`config.mk`:
```
export PLATFORM = sky130hd
export DESIGN_NAME = exram_bus_cycle_gen_flat
export DESIGN_NICKNAME = d
export VERILOG_FILES = /design/src/rtl/exram_bus_cycle_gen_pkg.sv /design/src/rtl/exram_bus_cycle_gen_if.sv /design/src/rtl/exram_bus_cycle_gen.sv /design/src/flat_wrapper.sv
export SDC_FILE = /design/constraint.sdc
export NUM_CORES = 1
export LEC_CHECK = 0
export ABC_CLOCK_PERIOD_IN_PS = 2200
export BUFFER_PORTS_ARGS = -buffer_cell sky130_fd_sc_hd__buf_4
export CAP_MARGIN = 20
export CELL_PAD_IN_SITES_DETAIL_PLACEMENT = 0
export CELL_PAD_IN_SITES_GLOBAL_PLACEMENT = 1
export CORE_MARGIN = 4
export CORE_UTILIZATION = 39
export CTS_CLUSTER_SIZE = 10
export DETAILED_ROUTE_END_ITERATION = 6
export PLACE_DENSITY_LB_ADDON = 0.1
export SETUP_SLACK_MARGIN = 0.5
export SLEW_MARGIN = 10
export SYNTH_ARGS = -nofsm -noshare
export SYNTH_HDL_FRONTEND = slang
export SYNTH_SLANG_ARGS = --single-unit
export TNS_END_PERCENT = 50
```
`constraint.sdc`:
```
create_clock -name clk -period 2.2 [get_ports clk]
set_input_delay 0.33 -clock clk [delete_from_list [all_inputs] [get_ports clk]]
set_output_delay 0.33 -clock clk [all_outputs]
set_load 0.05 [all_outputs]
```
`src/rtl/exram_bus_cycle_gen_pkg.sv`:
```
// Shared types and default timing for the external-RAM bus cycle generator.
package exram_pkg;

  typedef enum logic [2:0] {
    ST_IDLE    = 3'd0,
    ST_SETUP   = 3'd1,
    ST_STROBE  = 3'd2,
    ST_HOLD    = 3'd3,
    ST_RELEASE = 3'd4
  } state_e;

  typedef enum logic {
    OP_RD = 1'b0,
    OP_WR = 1'b1
  } op_e;

  localparam int EXRAM_SETUP_DEF  = 1;
  localparam int EXRAM_STROBE_DEF = 2;
  localparam int EXRAM_HOLD_DEF   = 1;

  localparam int CNT_W = $clog2(16) + 1;

  // Value loaded into the phase down-counter on phase entry.
  function automatic logic [CNT_W-1:0] phase_load(input int cyc);
    logic [31:0] v;
    v = cyc - 1;
    return v[CNT_W-1:0];
  endfunction

endpackage

```
`src/rtl/exram_bus_cycle_gen_if.sv`:
```
// Board-level asynchronous SRAM pin bundle; master is the cycle generator.
interface exram_bus_cycle_gen_if #(
  parameter int ADDR_W = 16,
  parameter int DATA_W = 8
);
  logic [ADDR_W-1:0] ext_addr;
  logic [DATA_W-1:0] ext_dq_o;
  logic              ext_dq_oe;
  logic [DATA_W-1:0] ext_dq_i;
  logic              ext_ce_n;
  logic              ext_we_n;
  logic              ext_oe_n;

  modport master (
    output ext_addr, ext_dq_o, ext_dq_oe, ext_ce_n, ext_we_n, ext_oe_n,
    input  ext_dq_i
  );

  modport slave (
    input  ext_addr, ext_dq_o, ext_dq_oe, ext_ce_n, ext_we_n, ext_oe_n,
    output ext_dq_i
  );
endinterface

```
`src/rtl/exram_bus_cycle_gen.sv`:
```
// Turns held active-low read/write requests into one timed SRAM bus cycle each,
// with programmable setup/strobe/hold phases and registered pin outputs.
module exram_bus_cycle_gen
  import exram_pkg::*;
#(
  parameter int ADDR_W     = 16,
  parameter int DATA_W     = 8,
  parameter int SETUP_CYC  = EXRAM_SETUP_DEF,
  parameter int STROBE_CYC = EXRAM_STROBE_DEF,
  parameter int HOLD_CYC   = EXRAM_HOLD_DEF
) (
  input  logic                  clk,
  input  logic                  rst_n,
  input  logic                  wr_n,
  input  logic                  rd_n,
  input  logic [ADDR_W-1:0]     addr,
  input  logic [DATA_W-1:0]     wdata,
  output logic [DATA_W-1:0]     rdata,
  output logic                  busy,
  exram_bus_cycle_gen_if.master sram
);

  localparam logic [CNT_W-1:0] SETUP_LD  = phase_load(SETUP_CYC);
  localparam logic [CNT_W-1:0] STROBE_LD = phase_load(STROBE_CYC);
  localparam logic [CNT_W-1:0] HOLD_LD   = phase_load(HOLD_CYC);
  localparam logic [CNT_W-1:0] CNT_ZERO  = {CNT_W{1'b0}};

  state_e            state_r, state_s;
  op_e               op_r, op_s;
  logic [CNT_W-1:0]  cnt_r, cnt_s;
  logic              latch_s, capture_s, active_s;
  logic              busy_s, ce_n_s, we_n_s, oe_n_s, dq_oe_s;
  logic [ADDR_W-1:0] addr_r;
  logic [DATA_W-1:0] wdata_r, rdata_r;
  logic              busy_r, ce_n_r, we_n_r, oe_n_r, dq_oe_r;

  // Next-state, phase counter and next pin values; pins are decoded from the
  // next state so that they become valid in the same cycle as the state.
  always_comb begin
    state_s   = state_r;
    op_s      = op_r;
    cnt_s     = cnt_r;
    latch_s   = 1'b0;
    capture_s = 1'b0;
    case (state_r)
      ST_IDLE: begin
        if (!wr_n || !rd_n) begin
          latch_s = 1'b1;
          op_s    = (!wr_n) ? OP_WR : OP_RD;
          if (SETUP_CYC > 0) begin
            state_s = ST_SETUP;
            cnt_s   = SETUP_LD;
          end else begin
            state_s = ST_STROBE;
            cnt_s   = STROBE_LD;
          end
        end else begin
          state_s = ST_IDLE;
        end
      end
      ST_SETUP: begin
        if (cnt_r == CNT_ZERO) begin
          state_s = ST_STROBE;
          cnt_s   = STROBE_LD;
        end else begin
          cnt_s = cnt_r - {{(CNT_W-1){1'b0}}, 1'b1};
        end
      end
      ST_STROBE: begin
        if (cnt_r == CNT_ZERO) begin
          capture_s = (op_r == OP_RD);
          if (HOLD_CYC > 0) begin
            state_s = ST_HOLD;
            cnt_s   = HOLD_LD;
          end else begin
            state_s = ST_RELEASE;
          end
        end else begin
          cnt_s = cnt_r - {{(CNT_W-1){1'b0}}, 1'b1};
        end
      end
      ST_HOLD: begin
        if (cnt_r == CNT_ZERO) begin
          state_s = ST_RELEASE;
        end else begin
          cnt_s = cnt_r - {{(CNT_W-1){1'b0}}, 1'b1};
        end
      end
      ST_RELEASE: begin
        if (wr_n && rd_n) begin
          state_s = ST_IDLE;
        end else begin
          state_s = ST_RELEASE;
        end
      end
      default: begin
        state_s = ST_IDLE;
        cnt_s   = CNT_ZERO;
      end
    endcase

    active_s = (state_s == ST_SETUP) || (state_s == ST_STROBE) || (state_s == ST_HOLD);
    busy_s   = (state_s != ST_IDLE);
    ce_n_s   = !active_s;
    we_n_s   = !((state_s == ST_STROBE) && (op_s == OP_WR));
    oe_n_s   = !((state_s == ST_STROBE) && (op_s == OP_RD));
    dq_oe_s  = active_s && (op_s == OP_WR);
  end

  // State, latched request and registered pin outputs.
  always_ff @(posedge clk) begin
    if (!rst_n) begin
      state_r <= ST_IDLE;
      op_r    <= OP_RD;
      cnt_r   <= CNT_ZERO;
      addr_r  <= {ADDR_W{1'b0}};
      wdata_r <= {DATA_W{1'b0}};
      rdata_r <= {DATA_W{1'b0}};
      busy_r  <= 1'b0;
      ce_n_r  <= 1'b1;
      we_n_r  <= 1'b1;
      oe_n_r  <= 1'b1;
      dq_oe_r <= 1'b0;
    end else begin
      state_r <= state_s;
      op_r    <= op_s;
      cnt_r   <= cnt_s;
      if (latch_s) begin
        addr_r  <= addr;
        wdata_r <= wdata;
      end
      if (capture_s) begin
        rdata_r <= sram.ext_dq_i;
      end
      busy_r  <= busy_s;
      ce_n_r  <= ce_n_s;
      we_n_r  <= we_n_s;
      oe_n_r  <= oe_n_s;
      dq_oe_r <= dq_oe_s;
    end
  end

  assign rdata          = rdata_r;
  assign busy           = busy_r;
  assign sram.ext_addr  = addr_r;
  assign sram.ext_dq_o  = wdata_r;
  assign sram.ext_dq_oe = dq_oe_r;
  assign sram.ext_ce_n  = ce_n_r;
  assign sram.ext_we_n  = we_n_r;
  assign sram.ext_oe_n  = oe_n_r;

endmodule

```
`src/flat_wrapper.sv`:
```
// flat-port wrapper written by rule: the top's interface ports become plain ports
module exram_bus_cycle_gen_flat import exram_pkg::*;
#(
  parameter int ADDR_W     = 16,
  parameter int DATA_W     = 8,
  parameter int SETUP_CYC  = EXRAM_SETUP_DEF,
  parameter int STROBE_CYC = EXRAM_STROBE_DEF,
  parameter int HOLD_CYC   = EXRAM_HOLD_DEF
)
  (clk, rst_n, wr_n, rd_n, addr, wdata, rdata, busy, sram_ext_addr, sram_ext_dq_o, sram_ext_dq_oe, sram_ext_ce_n, sram_ext_we_n, sram_ext_oe_n, sram_ext_dq_i);
  exram_bus_cycle_gen_if #(.ADDR_W(ADDR_W), .DATA_W(DATA_W)) sram_i ();
  input  logic clk;
  input  logic rst_n;
  input  logic wr_n;
  input  logic rd_n;
  input  logic [ADDR_W-1:0] addr;
  input  logic [DATA_W-1:0] wdata;
  output logic [DATA_W-1:0] rdata;
  output logic busy;
  output wire logic [$bits(sram_i.ext_addr)-1:0] sram_ext_addr;
  output wire logic [$bits(sram_i.ext_dq_o)-1:0] sram_ext_dq_o;
  output wire logic [$bits(sram_i.ext_dq_oe)-1:0] sram_ext_dq_oe;
  output wire logic [$bits(sram_i.ext_ce_n)-1:0] sram_ext_ce_n;
  output wire logic [$bits(sram_i.ext_we_n)-1:0] sram_ext_we_n;
  output wire logic [$bits(sram_i.ext_oe_n)-1:0] sram_ext_oe_n;
  input wire logic [$bits(sram_i.ext_dq_i)-1:0] sram_ext_dq_i;
  assign sram_ext_addr = sram_i.ext_addr;
  assign sram_ext_dq_o = sram_i.ext_dq_o;
  assign sram_ext_dq_oe = sram_i.ext_dq_oe;
  assign sram_ext_ce_n = sram_i.ext_ce_n;
  assign sram_ext_we_n = sram_i.ext_we_n;
  assign sram_ext_oe_n = sram_i.ext_oe_n;
  assign sram_i.ext_dq_i = sram_ext_dq_i;
  exram_bus_cycle_gen #(.ADDR_W(ADDR_W), .DATA_W(DATA_W), .SETUP_CYC(SETUP_CYC), .STROBE_CYC(STROBE_CYC), .HOLD_CYC(HOLD_CYC)) u_core (.clk(clk), .rst_n(rst_n), .wr_n(wr_n), .rd_n(rd_n), .addr(addr), .wdata(wdata), .rdata(rdata), .busy(busy), .sram(sram_i));
endmodule
```
# Yosys cells after proc, flatten, opt, wreduce, memory -nomap -nowiden
# Index checks and enable logic that the tools add are counted.
[word_totals]
ff_bits = 46
out_inout_bits = 37
in_bits = 36
[classes]
bitwise = 3
muxes = 18
reduce_logical = 16
add_sub_neg = 1
eq_ne = 9
[op_table]
columns = ["operator", "count"]
rows = [
  ["5-bit case mux with 5 select lines", 1],
  ["5-bit two-way mux", 4],
  ["3-bit case mux with 5 select lines", 1],
  ["3-bit by 2-bit == test with 1-bit output (second input constant)", 4],
  ["3-bit two-way mux", 4],
  ["1-bit two-way mux", 8],
  ["3-bit by 1-bit == test with 1-bit output (second input constant)", 2],
  ["1-bit logical NOT", 5],
  ["5-bit logical NOT", 1],
  ["5-bit by 1-bit subtractor with 5-bit output (second input constant)", 1],
  ["1-bit logical AND", 4],
  ["3-bit == test (second input constant)", 1],
  ["3-bit logical NOT", 1],
  ["1-bit logical OR", 3],
  ["1-bit NOT", 3],
  ["3-bit AND reduction", 1],
  ["3-bit nonzero test", 1],
  ["2-bit by 1-bit != test with 1-bit output (second input constant)", 1],
  ["2-bit != test (second input constant)", 1],
]

# Longest topological paths before layout
# Gate-level depths: netlist of the first run.
[logic_depth]
ltp_word = 8
ltp_mapped = 7
depth_no_buf = 6

# Worst setup path before layout of the first run
# No wires, ideal clock.
[synth_timing]
path_type = "register to register"
startpoint = "register u_core.cnt_r[0]"
endpoint = "register u_core.cnt_r[1]"
arrival_ns = 1.329
required_ns = 2.070
path_stages_with_launch = 7
period_less_slack_ns = 1.459
setup_slack_ns = 0.741
path_cell_list = "dfxtp_1 -> inv_1 -> ha_1 -> nor4b_2 -> and4b_1 -> o21ai_0 -> o22ai_1"
[synth_via]
elab_chain_len = 3
elab_cells_between_ends = 8
[synth_rtl]
columns = ["element", "line", "rtl"]
rows = [
  ["from (decl)", "exram_bus_cycle_gen.sv:30", "logic [CNT_W-1:0] cnt_r, cnt_s;"],
  ["from (signal assigned)", "exram_bus_cycle_gen.sv:127", "cnt_r <= cnt_s;"],
  ["5-bit by 1-bit subtractor with 5-bit output or 5-bit logical NOT (tied branches)", "-", ""],
  ["5-bit two-way mux, or another cell as far along", "exram_bus_cycle_gen.sv:83", "if (cnt_r == CNT_ZERO) begin"],
  ["5-bit case mux with 5 select lines or 3-bit AND reduction (tied branches)", "-", ""],
]
# Several ways; a longest one is shown, not always the timed one. The select of a mux whose other input is x is not followed.
# A chain may end at the register's enable or synchronous reset.

# Final worst setup path of the first run
[layout_timing]
startpoint = "register u_core.cnt_r[0]"
endpoint = "register u_core.cnt_r[0]"
# Same word-level chain as after synthesis.

==> results of run 1 <==
-- per-layer routing --
layer,up-vias,share of wire,GRT usage
li1,826,-,-
met1,729,0.46,0.186
met2,39,0.47,0.235
met3,8,0.056,0.0395
met4,0,0.014,0.0515
met5,-,0,0
-- cell type report --
class                      count  area (µm²)  area share
timing repair buffer          73         548       0.207
clock buffer                   7        76.3      0.0288
sequential                    46         921       0.348
inverter                       5        18.8     0.00709
multi-input combinational    145        1000       0.378
tap                           67        83.8      0.0317
-- Yosys cell counts, types with 4 or more instances --
cell and number:
nor2b_1 11, nor2_1 5, a21boi_0 4, clkbuf_1 4
dfxtp_1 46, a21boi_2 20, nand2_1 46, buf_6 6
mux2i_1 8, inv_1 5, nand2_2 7, nand3_1 4
-- flip-flops by register name, indices dropped and copies added (netlist names), 3 cells and up --
register	cells
u_core.state_r	3
u_core.rdata	8
u_core.sram.ext_addr	16
u_core.cnt_r	5
u_core.sram.ext_dq_o	8
-- what timing repair did --
action	4_1_cts	5_1_grt
endpoints found under the setup margin	24	25
resized for setup	0	4
gates cloned	1	0
-- final timing paths --
path | from | endpoint | slack (ns)
min | wdata[3] | u_core.sram.ext_dq_o[3] | 0.28
max reg2reg | u_core.cnt_r[0] | u_core.cnt_r[0] | 0.62
min reg2reg | u_core.sram.ext_dq_o[1] | u_core.sram.ext_dq_o[1] | 0.46
max | u_core.cnt_r[0] | u_core.cnt_r[0] | 0.62
-- kinds of logic (layout without fill, tap and decap cells) --
logic type	Yosys count	after routing	share of synthesized area
simple gates	92	92	0.238
flops	46	46	0.462
compound gates	39	40	0.181
buf+inv	16	85	0.0533
mux	8	8	0.0402
xor+xnor	3	3	0.0132
fa+ha+maj	2	2	0.0125
-- critical path: cells and delay by family, from the launching register on --
| family | cells | cell delay [ns] |
|---|---|---|
| adder cells (fa/ha/maj) | 1 | 0.16 |
| AO/OA/AOI/OAI | 2 | 0.18 |
| buffers and inverters | 1 | 0.08 |
| flip-flops | 1 | 0.34 |
| AND/OR/NAND/NOR | 2 | 0.72 |
-- power by group through the flow --
stage	logic, µW	clock network [µW]	registers [µW]
after floorplan	947	0	1660
after global placement	1760	0	1200
after detailed placement	1770	0	1210
after CTS	1790	496	1190
after global routing	1960	538	1220
final	1820	474	1190
-- per-stage QoR --
step	setup WS, ns	hold slack (ns)	cell area (µm²)	total power (µW)	std cells
floorplan	0.741	0.469	1990	2610	206
global placement	0.472	0.448	2540	2960	335
detailed placement	0.460	0.452	2540	2980	335
CTS	0.497	0.276	2620	3480	343
global route	0.484	0.275	2650	3730	343
finish	0.617	0.284	2650	3490	343
==> results.py, run 1 <==
metrics = {
    "status": {
        "status": "complete, no violations",
    },
    "die": {
        "start_util": 0.411,
        "core_mm2": 0.00485,
        "die_h_um": 79.5,
        "io_pins": 73,
        "die_w_um": 79.5,
        "rows": 25,
        "die_area_mm2": 0.00632,
    },
    "cts": {
        "cts_buffer_depth": 2,
        "postCtsHoldBufs": 0,
        "cts_inserted_buffers": 5,
        "h-tree-depth": 2,
        "ctsRootBufferMaster": "clkbuf_8",
        "clkSinkCount": 46,
        "cts_setup_buffers": 0,
        "insertion_delay_ns": 0.29,
        "cts_tree": "built",
        "clk_pin_slew_ns": 0.08,
    },
    "placement": {
        "dp_hpwl_um": 3170,
        "place_congestion": 0.746,
        "portBuffers": 72,
    },
    "yosys": {
        "ys_seq_area_frac": 0.462,
        "async_flop_share": 0,
        "synthDistinctLibCells": 38,
        "synth_area_mm2": 0.00199,
        "synth_nets": 244,
        "synth-main-ff-cell": "dfxtp_1",
        "ys_warn_count": 0,
        "ys_top_cells_by_area": "dfxtp_1, a21boi_2, nand2_1",
        "synthCells": 206,
        "syn_avg_cell_area_um2": 9.68,
        "synth_enable_flop_cells": 0,
        "synth-seq-cells": 46,
        "yosysTopAreaCellShare": 0.462,
        "synth_top_cell_by_area": "dfxtp_1",
    },
    "pwr": {
        "power.density_mw_per_mm2": 1320,
        "combPwrFrac": 0.522,
        "seqPwrFrac": 0.342,
        "p_int_uw": 1930,
        "power_switching_uw": 1560,
        "leakagePower_uw": 0.00117,
        "vdd_drop_max_v": 0.000780,
        "pwr-share-clk": 0.136,
        "swShare": 0.447,
    },
    "grt": {
        "track_usage": 0.146,
        "grt_remaining_overflow": 0,
        "antenna_found_initial": 0,
        "grt_pass1_wl_um": 7270,
        "grt_max_degree": 39,
        "grt_pass1_vias": 1512,
    },
    "setup_path": {
        "arrival_ns": 1.77,
        "crit_slowest_cell": "or4b_1",
        "crit_path_max_fanout": 4,
        "start_kind": "flop",
        "max_stage_delay_ns": 0.51,
        "r2r_cells": 6,
        "crit_path_cell_trace": "inv_1, ha_1, or4b_1, nor3b_1, o211ai_1, o41ai_1",
        "required_ns": 2.39,
        "cp-end-kind": "flop",
        "critPathKind": "reg -> reg",
    },
    "sta": {
        "slew_violations": 0,
        "finalCritPeriodShare": 0.719,
        "fin_crit_ns": 1.58,
        "rsz0062_at_grt": "no",
        "fin_setup_tns_ns": 0,
        "setup_viol": 0,
        "clock-skew-final_ns": 0.00540,
        "max_slew_margin": 0.745,
        "hold_viol": 0,
        "max_freq_ghz": 0.632,
        "worst_pin_slew_ns": 0.382,
    },
    "final_layout": {
        "final_common_cell": "buf_4",
        "drive_gt1_frac": 0.406,
        "finalCoreUtilization": 0.546,
        "final_cell_mix": "buf_4, nand2_1, dfxtp_1, a21boi_2, nor2b_1",
        "nFillCells": 482,
        "syn2layout_area_growth_pct": 32.7,
        "fin_nets": 314,
        "n_antenna_cell": 0,
    },
    "detailed_routing": {
        "antenna_left": 0,
        "post_drt_via_cell_ratio": 4.67,
        "wirelength_um": 4480,
        "post-route-drc-count": 0,
        "first_pass_iters": 4,
        "wl_per_cell_um": 13.1,
        "vias": 1602,
        "drtIter0Drc": 68,
    },
    "min_path": {
        "hold_depth": 3,
        "min_path_type": "in -> reg",
    },
    "run": {
        "cap_viol_max_count": 0,
    },
}
(Power assumes the default switching activity.)
==> inputs of run 2 (changes only) <==
- ABC_CLOCK_PERIOD_IN_PS: 2200 -> 1400
- CORE_UTILIZATION: 39 -> 32
- clock period: 2.2 -> 1.4 ns (I/O delays scaled with it)
==> results.py, run 2 (synthesized netlist as in run 1, its figures left out) <==
metrics = {
    "cts": {
        "clkSinkCount": 46,
        "ctsRootBufferMaster": "clkbuf_8",
        "insertion_delay_ns": 0.29,
        "clk_pin_slew_ns": 0.09,
        "h-tree-depth": 2,
        "cts_tree": "built",
        "cts_inserted_buffers": 5,
        "postCtsHoldBufs": 0,
        "cts_buffer_depth": 2,
    },
    "pwr": {
        "power_switching_uw": 2980,
        "combPwrFrac": 0.602,
        "power.density_mw_per_mm2": 2180,
        "p_int_uw": 4290,
        "pwr-share-clk": 0.135,
        "swShare": 0.409,
        "seqPwrFrac": 0.263,
        "leakagePower_uw": 0.00149,
        "vdd_drop_max_v": 0.00110,
    },
    "sta": {
        "max_slew_margin": 0.758,
        "rsz0062_at_grt": "yes",
        "setup_viol": 31,
        "fin_crit_ns": 1.47,
        "layout_setup_ws_ns": -0.0695,
        "hold_viol": 0,
        "max_freq_ghz": 0.681,
        "finalCritPeriodShare": 1.05,
        "fin_hold_ws_ns": 0.149,
        "worst_pin_slew_ns": 0.363,
        "slew_violations": 0,
        "clock-skew-final_ns": 0.00789,
    },
    "final_layout": {
        "fin_nets": 337,
        "largest_register_ffs": 16,
        "ff_latch_area_um2": 938,
        "n_antenna_cell": 0,
        "nFillCells": 559,
        "final_cell_mix": "buf_4, buf_6, dfxtp_1, a21boi_2",
        "drive_gt1_frac": 0.637,
        "multiInputGateArea_mm2": 0.00120,
        "final_common_cell": "buf_4",
        "finalCoreUtilization": 0.557,
        "syn2layout_area_growth_pct": 67.4,
    },
    "detailed_routing": {
        "first_pass_iters": 4,
        "wirelength_um": 5410,
        "antenna_left": 0,
        "wl_per_cell_um": 14.4,
        "drtIter0Drc": 50,
        "post-route-drc-count": 0,
        "vias": 1741,
        "post_drt_via_cell_ratio": 4.64,
    },
    "placement": {
        "portBuffers": 72,
        "place_congestion": 0.758,
        "dp_hpwl_um": 3400,
    },
    "die": {
        "rows": 28,
        "start_util": 0.333,
        "io_pins": 73,
        "die_h_um": 86.9,
        "core_mm2": 0.00599,
        "die_area_mm2": 0.00756,
        "die_w_um": 86.9,
    },
    "run": {
        "cap_viol_max_count": 0,
    },
    "grt": {
        "antenna_found_initial": 0,
        "grt_remaining_overflow": 0,
        "grt_max_degree": 28,
        "grt_pass1_vias": 1700,
        "track_usage": 0.140,
        "grt_pass1_wl_um": 8410,
    },
    "setup_path": {
        "crit_path_max_fanout": 3,
        "max_stage_delay_ns": 0.49,
        "critPathKind": "reg -> reg",
        "arrival_ns": 1.67,
        "crit_slowest_cell": "or4b_4",
        "cp-end-kind": "flop",
        "worst-path-buf-inv": 1,
        "start_kind": "flop",
        "required_ns": 1.60,
        "crit_path_cell_trace": "inv_2, ha_4, or4b_4, nor3b_2, o211ai_1, o41ai_2",
        "crit_family": "simple AND/OR/NAND/NOR gates",
    },
    "status": {
        "status": "finished with violations",
        "violations": "setup timing",
    },
    "min_path": {
        "min_path_type": "in -> reg",
    },
}
-- run 2: worst paths after layout --
check | startpoint | cells after the start | endpoint | slack (ns)
min reg2reg | u_core.sram.ext_dq_o[3] | 2 | u_core.sram.ext_dq_o[3] | 0.47
max | u_core.cnt_r[1] | 6 | u_core.cnt_r[0] | -0.07
min | wdata[7] | 3 | u_core.sram.ext_dq_o[7] | 0.15
max reg2reg | u_core.cnt_r[1] | 6 | u_core.cnt_r[0] | -0.07
-- run 2: layout make-up --
class	count	share of cell area
clock buffer	7	0.0229
clock inverter	1	0.00900
inverter	5	0.00562
multi-input combinational	146	0.359
sequential	46	0.281
tap	75	0.0281
timing repair buffer	95	0.294
-- run 2: power groups by stage --
stage / clock (µW) / sequential [µW] / combinational [µW]
floorplan: 0 / 2620 / 1600
global placement: 0 / 1860 / 3200
detailed placement: 0 / 1870 / 3200
CTS: 1010 / 1920 / 4050
global route: 1060 / 1960 / 4660
finish: 978 / 1920 / 4380
-- run 2: metrics by stage --
step / area, µm² / setup slack [ns] / total power, µW / instances / setup TNS (ns)
6_report: 3340 / -0.0695 / 7270 / 375 / -0.842
4_1_cts: 3190 / -0.0678 / 6970 / 372 / -0.405
2_1_floorplan: 2020 / -0.0495 / 4220 / 206 / -0.909
5_1_grt: 3340 / -0.152 / 7680 / 375 / -3.25
3_3_place_gp: 2680 / -0.0625 / 5070 / 355 / -0.198
3_5_place_dp: 2680 / -0.102 / 5070 / 355 / -0.821
-- run 2: metal layers --
metal / up-vias / share of wire / track usage / routed length (µm)
li1: 883 / - / - / -
met1: 813 / 0.44 / 0.183 / 2360
met2: 41 / 0.50 / 0.233 / 2710
met3: 4 / 0.057 / 0.0378 / 311
met4: 0 / 0.0055 / 0.0297 / 30
met5: - / 0 / 0 / 0
-- run 2: worst register-to-register path, stage by stage (launching register included) --
cell and delay, ns:
dfxtp_2 0.33, inv_2 0.07, ha_4 0.14, or4b_4 0.49, nor3b_2 0.17, o211ai_1 0.11
o41ai_2 0.06
-- run 2: repair_timing --
item | 4_1_cts | 5_1_grt
cloned | 4 | 1
setup endpoints to repair | 83 | 83
buffers inserted | 5 | 2
gates resized for setup | 98 | 29
pin swaps | 10 | 23
==> inputs of run 3 (changes only) <==
- RECOVER_POWER: default -> 100
==> results.py, run 3 (synthesized netlist as in run 1, its figures left out) <==
metrics = {
    "die": {
        "die_w_um": 86.9,
        "core_mm2": 0.00599,
        "die_area_mm2": 0.00756,
        "io_pins": 73,
        "rows": 28,
        "start_util": 0.333,
        "die_h_um": 86.9,
    },
    "detailed_routing": {
        "post-route-drc-count": 0,
        "wl_per_cell_um": 14.4,
        "antenna_left": 0,
        "wirelength_um": 5410,
        "vias": 1742,
        "drtIter0Drc": 36,
        "post_drt_via_cell_ratio": 4.65,
        "first_pass_iters": 4,
    },
    "sta": {
        "layout_setup_ws_ns": -0.0701,
        "max_freq_ghz": 0.680,
        "fin_setup_tns_ns": -0.774,
        "finalCritPeriodShare": 1.05,
        "fin_crit_ns": 1.47,
        "rsz0062_at_grt": "yes",
        "clock-skew-final_ns": 0.00754,
        "fin_hold_ws_ns": 0.148,
        "worst_pin_slew_ns": 0.375,
        "max_slew_margin": 0.749,
        "setup_viol": 26,
        "slew_violations": 0,
        "hold_viol": 0,
    },
    "status": {
        "violations": "setup timing",
        "status": "finished with violations",
    },
    "cts": {
        "ctsRootBufferMaster": "clkbuf_8",
        "clk_pin_slew_ns": 0.09,
        "cts_inserted_buffers": 5,
        "postCtsHoldBufs": 0,
        "cts_buffer_depth": 2,
        "clkSinkCount": 46,
        "h-tree-depth": 2,
        "insertion_delay_ns": 0.29,
        "cts_tree": "built",
    },
    "grt": {
        "track_usage": 0.140,
        "antenna_found_initial": 0,
        "grt_pass1_wl_um": 8410,
        "grt_remaining_overflow": 0,
        "grt_pass1_vias": 1700,
        "grt_max_degree": 28,
    },
    "setup_path": {
        "crit_path_max_fanout": 3,
        "crit_path_cell_trace": "inv_2, ha_4, or4b_4, nor3b_2, o211ai_1, o41ai_2",
        "crit_slowest_cell": "or4b_4",
        "required_ns": 1.60,
        "critPathKind": "reg -> reg",
        "cp-end-kind": "flop",
        "crit_family": "simple AND/OR/NAND/NOR gates",
        "max_stage_delay_ns": 0.49,
        "arrival_ns": 1.67,
        "reg2reg_slack_ns": -0.07,
        "worst-path-buf-inv": 1,
        "start_kind": "flop",
    },
    "placement": {
        "portBuffers": 72,
        "dp_cells": 355,
        "place_congestion": 0.758,
        "dp_hpwl_um": 3400,
    },
    "final_layout": {
        "syn2layout_area_growth_pct": 55.8,
        "final_common_cell": "buf_4",
        "finalCoreUtilization": 0.519,
        "multiInputGateArea_mm2": 0.00120,
        "final_cell_mix": "buf_4, dfxtp_1, clkbuf_2, a21boi_2",
        "drive_gt1_frac": 0.617,
        "n_antenna_cell": 0,
        "instances_no_fill": 375,
        "largest_register_ffs": 16,
        "ff_latch_area_um2": 932,
        "fin_nets": 337,
        "nFillCells": 583,
    },
    "pwr": {
        "power.density_mw_per_mm2": 2230,
        "vdd_drop_max_v": 0.00109,
        "leakagePower_uw": 0.00143,
        "power.total_uw": 6940,
    },
    "min_path": {
        "min_path_type": "in -> reg",
    },
    "run": {
        "cap_viol_max_count": 0,
    },
}
==> run 3: changes by cell type in the layout (fill, tap and decap cells not counted) <==
cell      before  now
and2_4         1    0
buf_8         10    5
buf_6         33    6
dfxtp_1       32   37
clkbuf_2       0   33
and2_1         2    3
buf_4         48   47
dfxtp_2       14    9
==> run 3: worst paths after layout <==
kind | start | to | cells past startpoint
max | u_core.cnt_r[1] | u_core.cnt_r[0] | 6
min | wdata[7] | u_core.sram.ext_dq_o[7] | 3
max reg2reg | u_core.cnt_r[1] | u_core.cnt_r[0] | 6
min reg2reg | u_core.sram.ext_addr[1] | u_core.sram.ext_addr[1] | 2
==> run 3: cell type report <==
| cell class | instances | area share |
|---|---|---|
| Clock buffer | 7 | 0.0246 |
| Clock inverter | 1 | 0.00966 |
| Timing Repair Buffer | 95 | 0.245 |
| Tap cell | 75 | 0.0302 |
| Multi-Input combinational cell | 146 | 0.385 |
| Sequential cell | 46 | 0.300 |
| Inverter | 5 | 0.00604 |
==> run 3: repair_timing <==
item	in CTS	in global routing
pin swaps	10	23
setup buffers	5	2
gates cloned	4	1
setup endpoints to repair	83	83
resized for setup	98	29
==> run 3: per-stage QoR <==
stage               area (µm²)  worst slack (ns)
detailed placement        2680            -0.102
floorplan                 2020           -0.0495
finish                    3110           -0.0701
global placement          2680           -0.0625
global route              3110            -0.152
CTS                       3190           -0.0678
==> run 3: report_power, final <==
part / switching, µW / internal, µW
clock: 447 / 535
sequential: 213 / 1650
combinational: 2270 / 1820
total: 2930 / 4010
==> run 3: worst reg2reg max path: cells and delay by family (launching register included) <==
kind / cells / cell delay [ns]
buffers and inverters: 1 / 0.07
adder cells (fa/ha/maj): 1 / 0.14
AND/OR/NAND/NOR: 2 / 0.66
flip-flops: 1 / 0.33
AO/OA/AOI/OAI: 2 / 0.17
==> run 3: metal layers <==
| layer | up-vias | global-route usage | share of wire |
|---|---|---|---|
| met4 | 0 | 0.0297 | 0.0076 |
| met1 | 814 | 0.183 | 0.45 |
| met5 | - | 0 | 0 |
| met3 | 7 | 0.0378 | 0.052 |
| li1 | 882 | - | - |
| met2 | 39 | 0.233 | 0.49 |
